### src/rtl/gp_pkg.sv
//============================================================================
// Module : gp_pkg
// Brief  : Shared word width, config register map and FSM encoding for the
//          graphics-pipeline sequencer.
// Rev    : 1.0  initial release
//============================================================================
`default_nettype none

package gp_pkg;

  localparam int c_w        = 16;
  localparam int c_num_regs = 16;

  localparam int c_addr_cam_ver_x  = 0;
  localparam int c_addr_cam_ver_y  = 1;
  localparam int c_addr_cam_ver_z  = 2;
  localparam int c_addr_cam_dc     = 3;
  localparam int c_addr_cos_roll   = 4;
  localparam int c_addr_cos_pitch  = 5;
  localparam int c_addr_cos_yaw    = 6;
  localparam int c_addr_sen_roll   = 7;
  localparam int c_addr_sen_pitch  = 8;
  localparam int c_addr_sen_yaw    = 9;
  localparam int c_addr_scale_x    = 10;
  localparam int c_addr_scale_y    = 11;
  localparam int c_addr_scale_z    = 12;
  localparam int c_addr_transl_x   = 13;
  localparam int c_addr_transl_y   = 14;
  localparam int c_addr_transl_z   = 15;

  typedef enum logic [2:0] {
    ST_IDLE   = 3'd0,
    ST_FETCH  = 3'd1,
    ST_WAIT   = 3'd2,
    ST_OUTPUT = 3'd3,
    ST_DONE   = 3'd4
  } state_t;

endpackage

`default_nettype wire

### src/rtl/gp_sequencer_if.sv
//============================================================================
// Module : gp_sequencer_if
// Brief  : Config, vertex, pipeline-parameter and pixel signals of the
//          sequencer; slave = sequencer side, master = host/pipeline side.
// Rev    : 1.0  initial release
//============================================================================
`default_nettype none

interface gp_sequencer_if #(
  parameter int W = gp_pkg::c_w
) ();

  logic         i_CfgWe;
  logic [4:0]   i_CfgAddr;
  logic [W-1:0] i_CfgData;
  logic         o_CfgErr;

  logic         i_Start;
  logic [15:0]  i_VtxCount;

  logic         i_VtxValid;
  logic         o_VtxReady;
  logic [W-1:0] i_VertexX, i_VertexY, i_VertexZ;

  logic [W-1:0] o_CamVerX, o_CamVerY, o_CamVerZ, o_CamDc;
  logic [W-1:0] o_CosRoll, o_CosPitch, o_CosYaw;
  logic [W-1:0] o_SenRoll, o_SenPitch, o_SenYaw;
  logic [W-1:0] o_ScaleX, o_ScaleY, o_ScaleZ;
  logic [W-1:0] o_TranslX, o_TranslY, o_TranslZ;
  logic [W-1:0] o_VertexX, o_VertexY, o_VertexZ;

  logic [W-1:0] i_GpPixX, i_GpPixY;

  logic         o_PixValid;
  logic         i_PixReady;
  logic [W-1:0] o_PixX, o_PixY;

  logic         o_Busy;
  logic         o_Done;

  modport slave (
    input  i_CfgWe, i_CfgAddr, i_CfgData, i_Start, i_VtxCount,
           i_VtxValid, i_VertexX, i_VertexY, i_VertexZ,
           i_GpPixX, i_GpPixY, i_PixReady,
    output o_CfgErr, o_VtxReady,
           o_CamVerX, o_CamVerY, o_CamVerZ, o_CamDc,
           o_CosRoll, o_CosPitch, o_CosYaw,
           o_SenRoll, o_SenPitch, o_SenYaw,
           o_ScaleX, o_ScaleY, o_ScaleZ,
           o_TranslX, o_TranslY, o_TranslZ,
           o_VertexX, o_VertexY, o_VertexZ,
           o_PixValid, o_PixX, o_PixY, o_Busy, o_Done
  );

  modport master (
    output i_CfgWe, i_CfgAddr, i_CfgData, i_Start, i_VtxCount,
           i_VtxValid, i_VertexX, i_VertexY, i_VertexZ,
           i_GpPixX, i_GpPixY, i_PixReady,
    input  o_CfgErr, o_VtxReady,
           o_CamVerX, o_CamVerY, o_CamVerZ, o_CamDc,
           o_CosRoll, o_CosPitch, o_CosYaw,
           o_SenRoll, o_SenPitch, o_SenYaw,
           o_ScaleX, o_ScaleY, o_ScaleZ,
           o_TranslX, o_TranslY, o_TranslZ,
           o_VertexX, o_VertexY, o_VertexZ,
           o_PixValid, o_PixX, o_PixY, o_Busy, o_Done
  );

endinterface

`default_nettype wire

### src/rtl/gp_param_regs.sv
//============================================================================
// Module : gp_param_regs
// Brief  : 16-entry parameter register file with write decode and a
//          one-cycle error pulse for rejected writes.
// Rev    : 1.0  initial release
//============================================================================
`default_nettype none

module gp_param_regs import gp_pkg::*; #(
  parameter int W = c_w
) (
  input  logic         clk,
  input  logic         rst,
  input  logic         i_we,
  input  logic [4:0]   i_addr,
  input  logic [W-1:0] i_data,
  input  logic         i_busy,
  output logic         o_err,
  output logic [W-1:0] o_regs [c_num_regs]
);

  logic [W-1:0] r_regs [c_num_regs];
  logic         r_err;
  logic         w_reject;
  logic         w_accept;

  // Parameters are frozen while an object is in flight.
  assign w_reject = i_we && (i_busy || (i_addr > 5'(c_addr_transl_z)));
  assign w_accept = i_we && !w_reject;

  always_ff @(posedge clk) begin
    if (rst) begin
      for (int i = 0; i < c_num_regs; i++) begin
        r_regs[i] <= '0;
      end
      r_err <= 1'b0;
    end else begin
      r_err <= w_reject;
      if (w_accept) begin
        r_regs[i_addr[3:0]] <= i_data;
      end
    end
  end

  assign o_regs = r_regs;
  assign o_err  = r_err;

endmodule

`default_nettype wire

### src/rtl/gp_sequencer.sv
//============================================================================
// Module : gp_sequencer
// Brief  : Feeds vertices one at a time to an external graphics pipeline,
//          waits its fixed latency and streams back the resulting pixels.
// Rev    : 1.0  initial release
//============================================================================
`default_nettype none

module gp_sequencer import gp_pkg::*; #(
  parameter int PIPE_LAT = 4,
  parameter int W        = c_w
) (
  input logic           i_Clk,
  input logic           i_Reset,
  gp_sequencer_if.slave bus
);

  localparam logic [3:0] c_lat_load = 4'(PIPE_LAT);

  state_t       r_state;
  state_t       w_state_nxt;
  logic [15:0]  r_remaining;
  logic [3:0]   r_lat;
  logic [W-1:0] r_vtx_x, r_vtx_y, r_vtx_z;
  logic [W-1:0] r_pix_x, r_pix_y;
  logic [W-1:0] w_regs [c_num_regs];
  logic         w_busy;
  logic         w_vtx_hs;
  logic         w_lat_last;
  logic         w_pix_xfer;

  assign w_busy     = (r_state != ST_IDLE);
  assign w_vtx_hs   = (r_state == ST_FETCH) && bus.i_VtxValid;
  assign w_lat_last = (r_state == ST_WAIT) && (r_lat <= 4'd1);
  assign w_pix_xfer = (r_state == ST_OUTPUT) && bus.i_PixReady;

  gp_param_regs #(.W(W)) u_param_regs (
    .clk    (i_Clk),
    .rst    (i_Reset),
    .i_we   (bus.i_CfgWe),
    .i_addr (bus.i_CfgAddr),
    .i_data (bus.i_CfgData),
    .i_busy (w_busy),
    .o_err  (bus.o_CfgErr),
    .o_regs (w_regs)
  );

  always_ff @(posedge i_Clk) begin
    if (i_Reset) begin
      r_state <= ST_IDLE;
    end else begin
      r_state <= w_state_nxt;
    end
  end

  always_comb begin
    w_state_nxt = r_state;
    case (r_state)
      ST_IDLE: begin
        if (bus.i_Start) begin
          w_state_nxt = (bus.i_VtxCount == 16'd0) ? ST_DONE : ST_FETCH;
        end
      end
      ST_FETCH: begin
        if (bus.i_VtxValid) begin
          w_state_nxt = ST_WAIT;
        end
      end
      ST_WAIT: begin
        if (w_lat_last) begin
          w_state_nxt = ST_OUTPUT;
        end
      end
      ST_OUTPUT: begin
        if (bus.i_PixReady) begin
          w_state_nxt = (r_remaining == 16'd1) ? ST_DONE : ST_FETCH;
        end
      end
      ST_DONE:  w_state_nxt = ST_IDLE;
      default:  w_state_nxt = ST_IDLE;
    endcase
  end

  always_ff @(posedge i_Clk) begin
    if (i_Reset) begin
      r_remaining <= '0;
      r_lat       <= '0;
      r_vtx_x     <= '0;
      r_vtx_y     <= '0;
      r_vtx_z     <= '0;
      r_pix_x     <= '0;
      r_pix_y     <= '0;
    end else begin
      if ((r_state == ST_IDLE) && bus.i_Start) begin
        r_remaining <= bus.i_VtxCount;
      end
      if (w_vtx_hs) begin
        r_vtx_x <= bus.i_VertexX;
        r_vtx_y <= bus.i_VertexY;
        r_vtx_z <= bus.i_VertexZ;
        r_lat   <= c_lat_load;
      end
      if (r_state == ST_WAIT) begin
        r_lat <= r_lat - 4'd1;
      end
      // Last WAIT cycle lands exactly PIPE_LAT edges after the handshake.
      if (w_lat_last) begin
        r_pix_x <= bus.i_GpPixX;
        r_pix_y <= bus.i_GpPixY;
      end
      if (w_pix_xfer) begin
        r_remaining <= r_remaining - 16'd1;
      end
    end
  end

  assign bus.o_Busy     = w_busy;
  assign bus.o_VtxReady = (r_state == ST_FETCH);
  assign bus.o_PixValid = (r_state == ST_OUTPUT);
  assign bus.o_Done     = (r_state == ST_DONE);
  assign bus.o_PixX     = r_pix_x;
  assign bus.o_PixY     = r_pix_y;
  assign bus.o_VertexX  = r_vtx_x;
  assign bus.o_VertexY  = r_vtx_y;
  assign bus.o_VertexZ  = r_vtx_z;

  assign bus.o_CamVerX  = w_regs[c_addr_cam_ver_x];
  assign bus.o_CamVerY  = w_regs[c_addr_cam_ver_y];
  assign bus.o_CamVerZ  = w_regs[c_addr_cam_ver_z];
  assign bus.o_CamDc    = w_regs[c_addr_cam_dc];
  assign bus.o_CosRoll  = w_regs[c_addr_cos_roll];
  assign bus.o_CosPitch = w_regs[c_addr_cos_pitch];
  assign bus.o_CosYaw   = w_regs[c_addr_cos_yaw];
  assign bus.o_SenRoll  = w_regs[c_addr_sen_roll];
  assign bus.o_SenPitch = w_regs[c_addr_sen_pitch];
  assign bus.o_SenYaw   = w_regs[c_addr_sen_yaw];
  assign bus.o_ScaleX   = w_regs[c_addr_scale_x];
  assign bus.o_ScaleY   = w_regs[c_addr_scale_y];
  assign bus.o_ScaleZ   = w_regs[c_addr_scale_z];
  assign bus.o_TranslX  = w_regs[c_addr_transl_x];
  assign bus.o_TranslY  = w_regs[c_addr_transl_y];
  assign bus.o_TranslZ  = w_regs[c_addr_transl_z];

endmodule

`default_nettype wire

### src/flat_wrapper.sv
// flat-port wrapper written by rule: the top's interface ports become plain ports
module gp_sequencer_flat import gp_pkg::*;
#(
  parameter int PIPE_LAT = 4,
  parameter int W        = c_w
)
  (i_Clk, i_Reset, bus_i_CfgWe, bus_i_CfgAddr, bus_i_CfgData, bus_i_Start, bus_i_VtxCount, bus_i_VtxValid, bus_i_VertexX, bus_i_VertexY, bus_i_VertexZ, bus_i_GpPixX, bus_i_GpPixY, bus_i_PixReady, bus_o_CfgErr, bus_o_VtxReady, bus_o_CamVerX, bus_o_CamVerY, bus_o_CamVerZ, bus_o_CamDc, bus_o_CosRoll, bus_o_CosPitch, bus_o_CosYaw, bus_o_SenRoll, bus_o_SenPitch, bus_o_SenYaw, bus_o_ScaleX, bus_o_ScaleY, bus_o_ScaleZ, bus_o_TranslX, bus_o_TranslY, bus_o_TranslZ, bus_o_VertexX, bus_o_VertexY, bus_o_VertexZ, bus_o_PixValid, bus_o_PixX, bus_o_PixY, bus_o_Busy, bus_o_Done);
  gp_sequencer_if #(.W(W)) bus_i ();
  input logic i_Clk;
  input logic i_Reset;
  input wire logic [$bits(bus_i.i_CfgWe)-1:0] bus_i_CfgWe;
  input wire logic [$bits(bus_i.i_CfgAddr)-1:0] bus_i_CfgAddr;
  input wire logic [$bits(bus_i.i_CfgData)-1:0] bus_i_CfgData;
  input wire logic [$bits(bus_i.i_Start)-1:0] bus_i_Start;
  input wire logic [$bits(bus_i.i_VtxCount)-1:0] bus_i_VtxCount;
  input wire logic [$bits(bus_i.i_VtxValid)-1:0] bus_i_VtxValid;
  input wire logic [$bits(bus_i.i_VertexX)-1:0] bus_i_VertexX;
  input wire logic [$bits(bus_i.i_VertexY)-1:0] bus_i_VertexY;
  input wire logic [$bits(bus_i.i_VertexZ)-1:0] bus_i_VertexZ;
  input wire logic [$bits(bus_i.i_GpPixX)-1:0] bus_i_GpPixX;
  input wire logic [$bits(bus_i.i_GpPixY)-1:0] bus_i_GpPixY;
  input wire logic [$bits(bus_i.i_PixReady)-1:0] bus_i_PixReady;
  output wire logic [$bits(bus_i.o_CfgErr)-1:0] bus_o_CfgErr;
  output wire logic [$bits(bus_i.o_VtxReady)-1:0] bus_o_VtxReady;
  output wire logic [$bits(bus_i.o_CamVerX)-1:0] bus_o_CamVerX;
  output wire logic [$bits(bus_i.o_CamVerY)-1:0] bus_o_CamVerY;
  output wire logic [$bits(bus_i.o_CamVerZ)-1:0] bus_o_CamVerZ;
  output wire logic [$bits(bus_i.o_CamDc)-1:0] bus_o_CamDc;
  output wire logic [$bits(bus_i.o_CosRoll)-1:0] bus_o_CosRoll;
  output wire logic [$bits(bus_i.o_CosPitch)-1:0] bus_o_CosPitch;
  output wire logic [$bits(bus_i.o_CosYaw)-1:0] bus_o_CosYaw;
  output wire logic [$bits(bus_i.o_SenRoll)-1:0] bus_o_SenRoll;
  output wire logic [$bits(bus_i.o_SenPitch)-1:0] bus_o_SenPitch;
  output wire logic [$bits(bus_i.o_SenYaw)-1:0] bus_o_SenYaw;
  output wire logic [$bits(bus_i.o_ScaleX)-1:0] bus_o_ScaleX;
  output wire logic [$bits(bus_i.o_ScaleY)-1:0] bus_o_ScaleY;
  output wire logic [$bits(bus_i.o_ScaleZ)-1:0] bus_o_ScaleZ;
  output wire logic [$bits(bus_i.o_TranslX)-1:0] bus_o_TranslX;
  output wire logic [$bits(bus_i.o_TranslY)-1:0] bus_o_TranslY;
  output wire logic [$bits(bus_i.o_TranslZ)-1:0] bus_o_TranslZ;
  output wire logic [$bits(bus_i.o_VertexX)-1:0] bus_o_VertexX;
  output wire logic [$bits(bus_i.o_VertexY)-1:0] bus_o_VertexY;
  output wire logic [$bits(bus_i.o_VertexZ)-1:0] bus_o_VertexZ;
  output wire logic [$bits(bus_i.o_PixValid)-1:0] bus_o_PixValid;
  output wire logic [$bits(bus_i.o_PixX)-1:0] bus_o_PixX;
  output wire logic [$bits(bus_i.o_PixY)-1:0] bus_o_PixY;
  output wire logic [$bits(bus_i.o_Busy)-1:0] bus_o_Busy;
  output wire logic [$bits(bus_i.o_Done)-1:0] bus_o_Done;
  assign bus_i.i_CfgWe = bus_i_CfgWe;
  assign bus_i.i_CfgAddr = bus_i_CfgAddr;
  assign bus_i.i_CfgData = bus_i_CfgData;
  assign bus_i.i_Start = bus_i_Start;
  assign bus_i.i_VtxCount = bus_i_VtxCount;
  assign bus_i.i_VtxValid = bus_i_VtxValid;
  assign bus_i.i_VertexX = bus_i_VertexX;
  assign bus_i.i_VertexY = bus_i_VertexY;
  assign bus_i.i_VertexZ = bus_i_VertexZ;
  assign bus_i.i_GpPixX = bus_i_GpPixX;
  assign bus_i.i_GpPixY = bus_i_GpPixY;
  assign bus_i.i_PixReady = bus_i_PixReady;
  assign bus_o_CfgErr = bus_i.o_CfgErr;
  assign bus_o_VtxReady = bus_i.o_VtxReady;
  assign bus_o_CamVerX = bus_i.o_CamVerX;
  assign bus_o_CamVerY = bus_i.o_CamVerY;
  assign bus_o_CamVerZ = bus_i.o_CamVerZ;
  assign bus_o_CamDc = bus_i.o_CamDc;
  assign bus_o_CosRoll = bus_i.o_CosRoll;
  assign bus_o_CosPitch = bus_i.o_CosPitch;
  assign bus_o_CosYaw = bus_i.o_CosYaw;
  assign bus_o_SenRoll = bus_i.o_SenRoll;
  assign bus_o_SenPitch = bus_i.o_SenPitch;
  assign bus_o_SenYaw = bus_i.o_SenYaw;
  assign bus_o_ScaleX = bus_i.o_ScaleX;
  assign bus_o_ScaleY = bus_i.o_ScaleY;
  assign bus_o_ScaleZ = bus_i.o_ScaleZ;
  assign bus_o_TranslX = bus_i.o_TranslX;
  assign bus_o_TranslY = bus_i.o_TranslY;
  assign bus_o_TranslZ = bus_i.o_TranslZ;
  assign bus_o_VertexX = bus_i.o_VertexX;
  assign bus_o_VertexY = bus_i.o_VertexY;
  assign bus_o_VertexZ = bus_i.o_VertexZ;
  assign bus_o_PixValid = bus_i.o_PixValid;
  assign bus_o_PixX = bus_i.o_PixX;
  assign bus_o_PixY = bus_i.o_PixY;
  assign bus_o_Busy = bus_i.o_Busy;
  assign bus_o_Done = bus_i.o_Done;
  gp_sequencer #(.PIPE_LAT(PIPE_LAT), .W(W)) u_core (.i_Clk(i_Clk), .i_Reset(i_Reset), .bus(bus_i));
endmodule
### config.mk
export PLATFORM = sky130hd
export DESIGN_NAME = gp_sequencer_flat
export DESIGN_NICKNAME = d
export VERILOG_FILES = /design/src/rtl/gp_pkg.sv /design/src/rtl/gp_sequencer_if.sv /design/src/rtl/gp_param_regs.sv /design/src/rtl/gp_sequencer.sv /design/src/flat_wrapper.sv
export SDC_FILE = /design/constraint.sdc
export NUM_CORES = 1
export LEC_CHECK = 0
export BUFFER_PORTS_ARGS = -buffer_cell sky130_fd_sc_hd__buf_2
export CORE_AREA = 2 2 180 182
export DETAILED_ROUTE_END_ITERATION = 16
export DIE_AREA = 0 0 182 184
export GPL_TIMING_DRIVEN = 1
export PLACE_DENSITY = 0.69
export RECOVER_POWER = 25
export SLEW_MARGIN = 10
export SYNTH_ARGS = -nofsm -noshare
export SYNTH_HDL_FRONTEND = slang
export SYNTH_SLANG_ARGS = --single-unit
### constraint.sdc
create_clock -name i_Clk -period 2.9 [get_ports i_Clk]
set_clock_uncertainty 0.2 [all_clocks]
set_input_delay 0.435 -clock i_Clk [delete_from_list [all_inputs] [get_ports i_Clk]]
set_output_delay 0.435 -clock i_Clk [all_outputs]
set_load 0.05 [all_outputs]
==> impl_results.md <==
* RSZ-0062 raised after global routing: false
* Switching Power at 2.90 mW
* Number of H-tree levels at 2
* Synthesized Nets at between 1.5k and 2k
* Crit path launch type: register
* Global-route wire length before repair at 70600 um
* Die Ht at 184 um
* Port bufs at 463
* Worst Tran Pin Value at 0.738 ns
* Drt pass-1 iters at 6
* Detailed Route WL at 47600 um
* Crit. Startpoint: u_core.r_state[2]
* Number of synthesized flops with an enable pin at 0
* Initial antenna violation count at 1
* Worst Hold Class: in -> reg
* Critical R2R Launch: u_core.r_state[2]
* MaxCap Viol Count at 0
* Worst endpoint required time at slightly above 3 ns
* DR vias at 13.1k
* Total gr overflow at 0
* Flop-to-flop setup slack at approximately 0.22 ns
* Diodes inserted at 0
* Tot GR Track Use at a little over a quarter
* Die span in x at between 150 and 200 um
* Via-to-Cell Ratio at around 5.2
* Final period util at approximately 92%
* Clk_lat worst skew at between 0.5 and 0.6 ns
* Post-route setup slack at around 0.22 ns
* Post-placement cell count at 2395
* DR iter-0 viols at 973
* Layout cells sized above 1 at 18.7%
* Pint at a little under 9 mW
* Fin Setup TNS at 0 ns
* Core area at 31400 um2
* #FFs+latches synth at 360
* Peak VDD IR at 482 uV
* Sequential share of power at 44.2%
* P&R area growth vs syn at 35.7%
* Slowest library cell on the worst path: or4_1
* Finished Cell Area at about 18000 um2
* Max incr delay on CP at 0.63 ns
* Dpl ws at 0.301 ns
* Final setup fails at 0
* Post-cts sizing count at 0
* Most frequent cells in the layout: nand2_1 (562), dfxtp_1 (360), buf_2 (289)
* CP max FO at 16
* Slew HR at between 50% and 60%
* CP Data Arrival Time at 2.86 ns
* Fin nets at roughly 2.2k
* Status: finished clean
* Pwr/cell area at 651 nW/um2
* RR Endpoint: u_core.u_param_regs.o_regs[35]
* Warnings from Yosys at 0
* Setup crit end kind: register
* Comb pwr share at 10.1%
* Power, Total at 11.6 mW
* Net Sw Frac at roughly a quarter
* Synth Cell Area at 13100 um2
* Hpwl dp at slightly above 30000 um
* Count of pins over their slew limit at 0
* Ys flop type: dfxtp_1
* Yosys cell types at around 50
* Most used cell, CP: buf_4
* Clk buf depth at 3
* Io pins at 464
* Die area at about 33000 um2
* Post-CTS setup buffers at 0
* CP Cell Sequence: nor3_4 > inv_1 > or4_1 > buf_4 > nor2_4 > buf_4 > mux2i_1 > nor2_1
* Placed inst area at 15800 um2
* Commonest non-fill, non-tap cell in the layout: nand2_1
* Fmax at between 300 and 400 MHz
* Sink Count at 360
* Fin crit period at approximately 2.7 ns
* CP Depth at 8
* Initial Util at 41.7%
* Register area share after synthesis at 55.0%
* Clk Tree Root Cell: clkbuf_16
* FF-to-FF path depth at 8
* Worst Path Buf+Inv at 3
* Row Count at 65
* Syn Area/Cell at 8.10 um2
* CTS Buf Count at 39
* Clk pwr share at 45.7%
* Routed Antenna Nets at 0
* Worst setup path endpoint: u_core.u_param_regs.o_regs[35]
* Final Non-Filler Cells at around 2.5k
* Fin Hold WS at 0.0156 ns
* CTS clk-pin slew, worst paths at 0.06 ns
* CTS tree: done
* Leakage at 6.85 nW
* Residual DRC at 0
* Mapped Cells at 1616
* FFs w/ async S/R, synth at 0%
* Vias in the first global route at approximately 12k
* Hold Fails Final Rpt at 0
* GPL Wtd Cong at ~0.85
* Largest delay share family, worst path: simple AND/OR/NAND/NOR gates
* Largest net degree at the start of global routing at 91
* Crit path kind: reg -> reg
* Post-layout util at 56.6%
* Routed len/inst at 18.7 um
==> registers in the layout, indices dropped and copies added (netlist names) <==
| register | count |
|---|---|
| u_core.bus.o_PixX | 16 |
| u_core.bus.o_PixY | 16 |
| u_core.r_lat | 4 |
| u_core.r_remaining | 16 |
| u_core.u_param_regs.o_err | 1 |
| u_core.bus.o_VertexX | 16 |
| u_core.u_param_regs.o_regs | 256 |
| u_core.bus.o_VertexZ | 16 |
| u_core.bus.o_VertexY | 16 |
| u_core.r_state | 3 |
==> layer usage <==
metal	up-vias	routed length, um	global-route usage [%]
met4	2	1720	10.9
met3	106	3990	6.28
met1	6121	18200	31.3
met2	620	23700	47.9
li1	6290	-	-
met5	-	12	0
==> worst min path at each step <==
stage / start / endpoint / slack (ns) / cells after the start
final: bus_i_CfgAddr[4] / u_core.u_param_regs.o_err / 0.02 / 3
after floorplan: u_core.r_remaining[12] / u_core.r_remaining[12] / 0.26 / 2
after global placement: u_core.u_param_regs.o_regs[145] / u_core.u_param_regs.o_regs[145] / 0.24 / 2
after global routing: bus_i_VtxCount[13] / u_core.r_remaining[13] / 0.02 / 3
after detailed placement: u_core.u_param_regs.o_regs[123] / u_core.u_param_regs.o_regs[123] / 0.24 / 2
after CTS: bus_i_VtxCount[13] / u_core.r_remaining[13] / 0.0006 / 3
==> area by class of cell <==
cell class / count / area, um2
fillers: 2858 / 13600
flip-flops and latches: 360 / 7210
multi-input cells: 1132 / 5420
repair buffers: 577 / 3240
clock buffers: 57 / 1190
well taps: 402 / 503
clock inverters: 12 / 193
inverters: 7 / 26.3
==> worst register-to-register path: stages (launching register included) <==
cell,delay (ns)
dfxtp_1,0.43
nor3_4,0.24
inv_1,0.17
or4_1,0.63
buf_4,0.21
nor2_4,0.06
buf_4,0.30
mux2i_1,0.26
nor2_1,0.06
==> cell usage after synthesis (2+ instances only) <==
cell	n	area share, %
nor3b_1	2	0.11
or3_1	7	0.33
o211ai_1	4	0.23
o21ai_0	5	0.19
dfxtp_1	360	55
nor3_1	7	0.27
clkbuf_1	100	2.9
buf_4	2	0.11
nor2_1	104	3.0
a22oi_1	5	0.29
nor2b_1	5	0.24
nand2_1	562	16
nor2_4	2	0.17
xor2_1	2	0.13
ha_1	4	0.38
nand3_1	13	0.50
nor4_1	6	0.29
nor3_4	2	0.25
buf_1	2	0.057
o22ai_1	3	0.14
nand2b_1	8	0.38
o311ai_0	2	0.13
a21oi_1	287	11
mux2i_1	64	4.9
or2_2	4	0.19
nand4_1	4	0.19
a31oi_1	6	0.29
inv_1	6	0.17
buf_2	12	0.46
or4_1	5	0.29
==> kinds of logic after synthesis <==
family                     Yosys count  share of synthesized area, %
and+or+nand+nor                    742                          23.0
xor gates and xnor gates             2                         0.134
adders and majority gates            4                         0.382
muxes                               64                          4.89
AOI/OAI and AO/OA                  320                          12.8
buffers and inverters              124                          3.78
DFF                                360                          55.0
==> timing repair <==
item / 4_1_cts / 5_1_grt
setup endpoints to repair: 0 / 0
hold endpoints to repair: 83 / 0
hold buffers: 83 / 0
==> power groups by stage <==
| stage | registers [mW] | logic [mW] | clock network [mW] |
|---|---|---|---|
| after global routing | 5.12 | 1.24 | 5.54 |
| after detailed placement | 5.22 | 1.07 | 0 |
| after floorplan | 5.47 | 0.426 | 0 |
| final | 5.11 | 1.17 | 5.29 |
| after CTS | 5.11 | 1.16 | 5.36 |
| after global placement | 5.21 | 1.06 | 0 |
(Power assumes the default switching activity.)
